File: src/rtl/pkt_mc_router.sv
// pkt_mc_router
//   Multicast packet router. Each incoming packet key is matched against a
//   ternary routing table (lowest matching entry wins). The packet is then
//   forwarded to every channel set in that entry's route bitmask. Misses are
//   dropped (MISS_MODE=0) or sent to default_route_in (MISS_MODE=1). A zero
//   route from either path is counted as a miss drop. A per-packet drop timer
//   discards the copies that are still undelivered when output progress
//   stalls.
//   Pipeline: LK (latched packet + route) -> OS (out_data + pending mask).
// Ports:
//   clk, reset           clock, async active-high reset
//   drop_wait_in         stall cycles tolerated before undelivered copies drop
//   reg_key_in/mask_in   per-entry key and mask
//   reg_route_in         per-entry route bitmask
//   default_route_in     miss route (MISS_MODE=1)
//   pkt_in_*             input packet valid/ready handshake
//   pkt_out_*            per-channel output packet valid/ready handshake
//   rt_cnt_out           1-cycle pulses: [0] timeout, [1] delivered, [2] miss

// Per-channel pending bit: one outstanding copy of the OS packet.
module pkt_mc_router_chan (
   input  logic clk,
   input  logic reset,
   input  logic load,        // new packet enters OS this cycle
   input  logic route_bit,   // this channel is targeted by the new packet
   input  logic release_os,  // OS packet finished (completed or timed out)
   input  logic os_vld,
   input  logic rdy,
   output logic vld,
   output logic hs,
   output logic pend_next    // pending after this cycle's handshake
);
   logic pending;

   assign vld       = os_vld && pending;
   assign hs        = vld && rdy;
   assign pend_next = pending && !hs;

   always_ff @(posedge clk or posedge reset) begin
      if (reset)           pending <= 1'b0;
      else if (load)       pending <= route_bit;
      else if (release_os) pending <= 1'b0;
      else                 pending <= pend_next;
   end
endmodule

module pkt_mc_router #(
   parameter int PACKET_BITS  = 72,
   parameter int KEY_LSB      = 8,
   parameter int KEY_BITS     = 32,
   parameter int NUM_RREGS    = 16,
   parameter int NUM_CHANNELS = 8,
   parameter int MISS_MODE    = 0
) (
   input  logic                                      clk,
   input  logic                                      reset,
   input  logic [31:0]                               drop_wait_in,
   input  logic [NUM_RREGS-1:0][KEY_BITS-1:0]        reg_key_in,
   input  logic [NUM_RREGS-1:0][KEY_BITS-1:0]        reg_mask_in,
   input  logic [NUM_RREGS-1:0][NUM_CHANNELS-1:0]    reg_route_in,
   input  logic [NUM_CHANNELS-1:0]                   default_route_in,
   input  logic [PACKET_BITS-1:0]                    pkt_in_data_in,
   input  logic                                      pkt_in_vld_in,
   output logic                                      pkt_in_rdy_out,
   output logic [NUM_CHANNELS-1:0][PACKET_BITS-1:0]  pkt_out_data_out,
   output logic [NUM_CHANNELS-1:0]                   pkt_out_vld_out,
   input  logic [NUM_CHANNELS-1:0]                   pkt_out_rdy_in,
   output logic [2:0]                                rt_cnt_out
);
   typedef struct packed {
      logic [PACKET_BITS-1:0]  data;
      logic [NUM_CHANNELS-1:0] route;
   } lk_t;

   logic [KEY_BITS-1:0]     key;
   logic [NUM_CHANNELS-1:0] in_route;
   logic                    in_hs;
   logic                    lk_vld;
   lk_t                     lk_q;
   logic                    zero_mask, lk_adv, load_os, miss_drop;
   logic                    os_vld;
   logic [PACKET_BITS-1:0]  out_data;
   logic [31:0]             wait_cnt;
   logic [NUM_CHANNELS-1:0] os_hs, pend_next;
   logic                    complete, timeout, release_os, out_free;

   // Lookup: walk from the top so the lowest-index hit is the final winner.
   assign key = pkt_in_data_in[KEY_LSB +: KEY_BITS];
   always_comb begin
      in_route = (MISS_MODE != 0) ? default_route_in : '0;
      for (int i = NUM_RREGS-1; i >= 0; i--)
         if ((key & reg_mask_in[i]) == reg_key_in[i]) in_route = reg_route_in[i];
   end

   // Completion and timeout both look at pending after this cycle's handshakes.
   assign complete   = os_vld && (pend_next == '0);
   assign timeout    = os_vld && (wait_cnt == '0) && (pend_next != '0);
   assign release_os = complete || timeout;
   assign out_free   = !os_vld || release_os;

   assign zero_mask      = (lk_q.route == '0);
   assign lk_adv         = lk_vld && (zero_mask || out_free);
   assign load_os        = lk_vld && !zero_mask && out_free;
   assign miss_drop      = lk_adv && zero_mask;
   assign pkt_in_rdy_out = !lk_vld || lk_adv;
   assign in_hs          = pkt_in_vld_in && pkt_in_rdy_out;

   // Table/default route are captured here, so later edits never touch LK/OS.
   always_ff @(posedge clk or posedge reset) begin
      if (reset) begin
         lk_vld <= 1'b0;
         lk_q   <= '0;
      end else if (in_hs) begin
         lk_vld     <= 1'b1;
         lk_q.data  <= pkt_in_data_in;
         lk_q.route <= in_route;
      end else if (lk_adv) begin
         lk_vld <= 1'b0;
      end
   end

   always_ff @(posedge clk or posedge reset) begin
      if (reset) begin
         os_vld   <= 1'b0;
         out_data <= '0;
      end else if (load_os) begin
         os_vld   <= 1'b1;
         out_data <= lk_q.data;
      end else if (release_os) begin
         os_vld   <= 1'b0;
      end
   end

   // Drop timer: any handshake counts as progress and restarts the wait.
   always_ff @(posedge clk or posedge reset) begin
      if (reset)                           wait_cnt <= '0;
      else if (load_os || (os_hs != '0))   wait_cnt <= drop_wait_in;
      else if (os_vld && wait_cnt != '0)   wait_cnt <= wait_cnt - 32'd1;
   end

   always_ff @(posedge clk or posedge reset) begin
      if (reset) rt_cnt_out <= '0;
      else       rt_cnt_out <= {miss_drop, complete, timeout};
   end

   for (genvar c = 0; c < NUM_CHANNELS; c++) begin : g_ch
      pkt_mc_router_chan u_ch (
         .clk        (clk),
         .reset      (reset),
         .load       (load_os),
         .route_bit  (lk_q.route[c]),
         .release_os (release_os),
         .os_vld     (os_vld),
         .rdy        (pkt_out_rdy_in[c]),
         .vld        (pkt_out_vld_out[c]),
         .hs         (os_hs[c]),
         .pend_next  (pend_next[c])
      );
      assign pkt_out_data_out[c] = out_data;
   end
endmodule

File: config.mk
export PLATFORM = sky130hd
export DESIGN_NAME = pkt_mc_router
export DESIGN_NICKNAME = d
export VERILOG_FILES = /design/src/rtl/pkt_mc_router.sv
export SDC_FILE = /design/constraint.sdc
export NUM_CORES = 1
export LEC_CHECK = 0
export ABC_AREA = 1
export CORE_AREA = 2 2 719 721
export CTS_BUF_LIST = sky130_fd_sc_hd__clkbuf_2
export CTS_CLUSTER_SIZE = 20
export DETAILED_ROUTE_END_ITERATION = 7
export DIE_AREA = 0 0 721 723
export DONT_BUFFER_PORTS = 1
export PLACE_DENSITY_LB_ADDON = 0.15
export SYNTH_ARGS = -nofsm -noshare
export SYNTH_HDL_FRONTEND = slang
export SYNTH_HIERARCHICAL = 1
export SYNTH_SLANG_ARGS = --single-unit
File: constraint.sdc
create_clock -name clk -period 6.1 [get_ports clk]
set_clock_uncertainty 0.05 [all_clocks]
set_input_delay 1.22 -clock clk [delete_from_list [all_inputs] [get_ports clk]]
set_output_delay 1.22 -clock clk [all_outputs]
set_load 0.005 [all_outputs]
==> summary.txt <==
Power
  – Power per cell area: roughly 110 nW/µm²
  – Leakage: 0.0103 µW
  – Internal: ~2000 µW
  – Psw: between 1000 and 1500 µW
  – VDD IR-drop max: approximately 0.00010 V
  – Sw Share: 0.363
  – Clock power share: 0.313
  – Flop pwr share: 0.442
  – Logic pwr share: 0.246

Placed design
  – Dpl hpwl: 321 mm
  – DP Area: roughly 28,000 µm²
  – Input/output buffers: 0
  – Final Wtd Congestion: between 0.9 and 1
  – Cell Count Post-Placement: about 9.7k

Clock tree
  – Cts hold-fix bufs: roughly 130
  – PostCTS Resize Cnt: 0
  – Clock transition at path regs: a little over 0.6 ns
  – Num CTS Buffers: 25
  – CTS Root Cell: clkbuf_2
  – Clock latency at the later pin of the worst-skew pair: about 1.4 ns
  – CTS Sinks: 197
  – CTS tree: yes
  – Clock buffer depth: 3
  – Setup Buffers After CTS: 0
  – H-Tree Depth: 4

Synthesis
  – Synthesized area: between 20,000 and 25,000 µm²
  – Cell taking the most area after synthesis: dfrtp_1
  – Syn_area_per_cell: ~6.7 µm²
  – Synth top area share: 0.215
  – Yosys cell types: 51
  – Seq/Total Area, Yosys: 0.215
  – EDFF count, synth: 0
  – Area contributors post-synth: dfrtp_1, nand2_1, buf_4
  – Synthesis-stage register bit count: between 150 and 200
  – Most common cell in the netlist: nand2_1
  – Syn Nets: 4,710
  – Most used flip-flop cell after synthesis: dfrtp_1
  – Top post-synthesis cells by count: nand2_1, buf_4, xnor2_1
  – Post-Syn Instances: around 3.4k
  – Asr flop ratio synth: 1.00
  – Yosys Warn Count: 6

Worst setup path
  – Cell repeated most along the worst path: nor2_1
  – Buf/Inv on CP: 1
  – Worst setup path class: reg -> out
  – Critical Path End Type: output pin
  – Arr. time, crit path: 4.05 ns
  – Critical path fanouts, max: 6
  – CP Cell Sequence: nor2_1, nand3_1, nor4_4, nand3_2, nor3_2, nand2_1, nor3_4, nor2_4, inv_2, nor2_1, nand2_2
  – Startpoint types: flip-flop
  – CP max stage delay: roughly 0.54 ns
  – Worst Path Required: 4.83 ns
  – CP max-delay cell: dfrtp_1
  – Delay-heaviest family, CP: simple AND/OR/NAND/NOR gates

Timing
  – Setup TNS: 0 ns
  – RSZ-0062 raised after global routing: false
  – Minimum clock period: approximately 5.3 ns
  – Final hold violations: 0
  – Slew @ Worst Pin: around 1.1 ns
  – Slew margin rel.: 0.247
  – Setup Viol. Count Final: 0
  – Final Max Slew Viols: 0
  – FMAX: ~190 MHz
  – Final Cycle Share: 0.871

Floorplanning
  – Row cnt: around 260
  – # IOs: between 1.5k and 2k
  – Placeable Area: 515,000 µm²
  – Initial Utilization: 0.0446
  – Height of the die: just over 700 µm
  – Die Span X: a little over 700 µm
  – Full die area: ~520,000 µm²

Drt
  – Iter 0 DRT Violations: ~2.5k
  – Vias per cell: about 2.4
  – Final ANT Viol Nets: 2
  – Vias: 23.7k
  – Drt drc: 0
  – TritonRoute pass-1 iters: 6
  – DR WL/cell: approximately 37 µm
  – WL final: around 370 mm

Status
  – Run status: complete, but fails checks
  – Failing checks: antenna rules

Layout
  – Area Growth Syn to Fin: 28.6%
  – Number of nets in the layout: ~4.3k
  – Fraction of layout cells with a size suffix above 1: 0.110
  – Post-route cell area: just under 30,000 µm²
  – Fin cells: between 9k and 10k
  – Layout fillers: 61.1k

Global routing
  – All-Layer GR Usage: 0.136
  – Vias in the first global route: 21.6k
  – First-pass GRT wire length: around 420 mm
  – Grt ovf: 0
  – Largest net degree at the start of global routing: roughly 100
  – Initial antenna violation count: between 400 and 500

Run
  – Max_cap viols: 0

Min path
  – Hold Crit Class: reg -> reg
[kinds of logic (layout without fill, tap and decap cells)]
kind of cell | Yosys count | count (layout) | synth area share
buffers and inverters | 790 | 396 | 0.219
AOI/OAI and AO/OA | 77 | 77 | 0.0215
and+or+nand+nor | 1903 | 1903 | 0.359
adders and majority gates | 1 | 1 | 0.000545
DFF | 197 | 197 | 0.215
other | 0 | 133 | 0
xor gates and xnor gates | 394 | 394 | 0.150
muxes | 72 | 72 | 0.0353
[placed cells by master, fill, tap and decap left out, types with 4 or more instances in the layout]
| master | instances |
|---|---|
| o2111ai_1 | 5 |
| a21oi_1 | 6 |
| bufinv_16 | 4 |
| a21boi_0 | 4 |
| nand4_1 | 57 |
| diode_2 | 133 |
| buf_4 | 57 |
| nor3_1 | 34 |
| xnor2_1 | 198 |
| o211ai_1 | 5 |
| nand3b_1 | 36 |
| nor2_2 | 8 |
| clkbuf_2 | 25 |
| o221ai_1 | 7 |
| dlygate4sd3_1 | 127 |
| nand3_2 | 10 |
| or2_2 | 127 |
| nor4_1 | 34 |
| nor3_2 | 4 |
| nor2_1 | 145 |
| inv_2 | 5 |
| nand3_1 | 122 |
| inv_1 | 169 |
| mux2_1 | 9 |
| nor2_4 | 4 |
| nand2_2 | 4 |
| dfrtp_1 | 191 |
| nand2_1 | 1300 |
| o21ai_0 | 38 |
| dfrtp_2 | 6 |
| mux2_2 | 63 |
| xor2_1 | 196 |
[final cells by class]
class | instances | area (µm²) | area share
diodes | 133 | 333 | 0.0113
well taps | 6783 | 8490 | 0.288
clock inverters | 7 | 138 | 0.00466
flip-flops and latches | 197 | 4940 | 0.167
inverters | 177 | 671 | 0.0227
repair buffers | 187 | 1760 | 0.0596
clock buffers | 25 | 125 | 0.00424
multi-input cells | 2447 | 13100 | 0.443
[per-stage QoR]
step / utilization / hold slack, ns / total power, µW / setup WS, ns
after floorplan: - / 0.386 / 1930 / 2.40
after global placement: 0.0537 / 0.391 / 2080 / 0.628
after detailed placement: 0.0537 / 0.398 / 2080 / 0.702
after CTS: 0.0567 / 0.0164 / 3310 / 0.308
after global routing: 0.0569 / 0.136 / 3380 / 0.224
final: 0.0573 / 0.310 / 3130 / 0.784
[flip-flops by register name, summed over array words and instances, names as in the netlist]
register	count
g_ch.u_ch/pending	8
lk_q	80
lk_vld	1
os_vld	1
out_data	72
rt_cnt_out	3
wait_cnt	32
[power groups by stage]
stage	registers [µW]	clock network [µW]	logic (µW)
6_report	1380	980	769
5_1_grt	1390	1130	854
4_1_cts	1380	1120	796
3_5_place_dp	1400	0	679
3_3_place_gp	1400	0	674
2_1_floorplan	1400	0	534
[final timing paths]
path,startpoint,end,slack (ns),depth (start not counted)
min in group asynchronous,reset,g_ch[6].u_ch/pending,0.80,3
worst max-delay path,wait_cnt[19],pkt_in_rdy_out,0.78,11
worst min-delay path,lk_q[24],out_data[16],0.31,2
worst min register to register,lk_q[24],out_data[16],0.31,2
worst max register to register,wait_cnt[19],lk_q[0],1.57,17
max in group asynchronous,reset,out_data[71],3.66,4
[worst reg2reg max path, delay by kind of cell (launching register included)]
kind	cells	cell delay (ns)
buffers and inverters	3	1.25
DFF	1	0.54
and+or+nand+nor	14	2.73
[layer usage]
layer,up-vias,global-route usage,share of wire
li1,9551,-,-
met1,11067,0.135,0.34
met2,2123,0.243,0.50
met3,773,0.0766,0.13
met4,208,0.0347,0.029
met5,-,0,0.0039
Note: power is estimated with default switching activity, not from simulation.
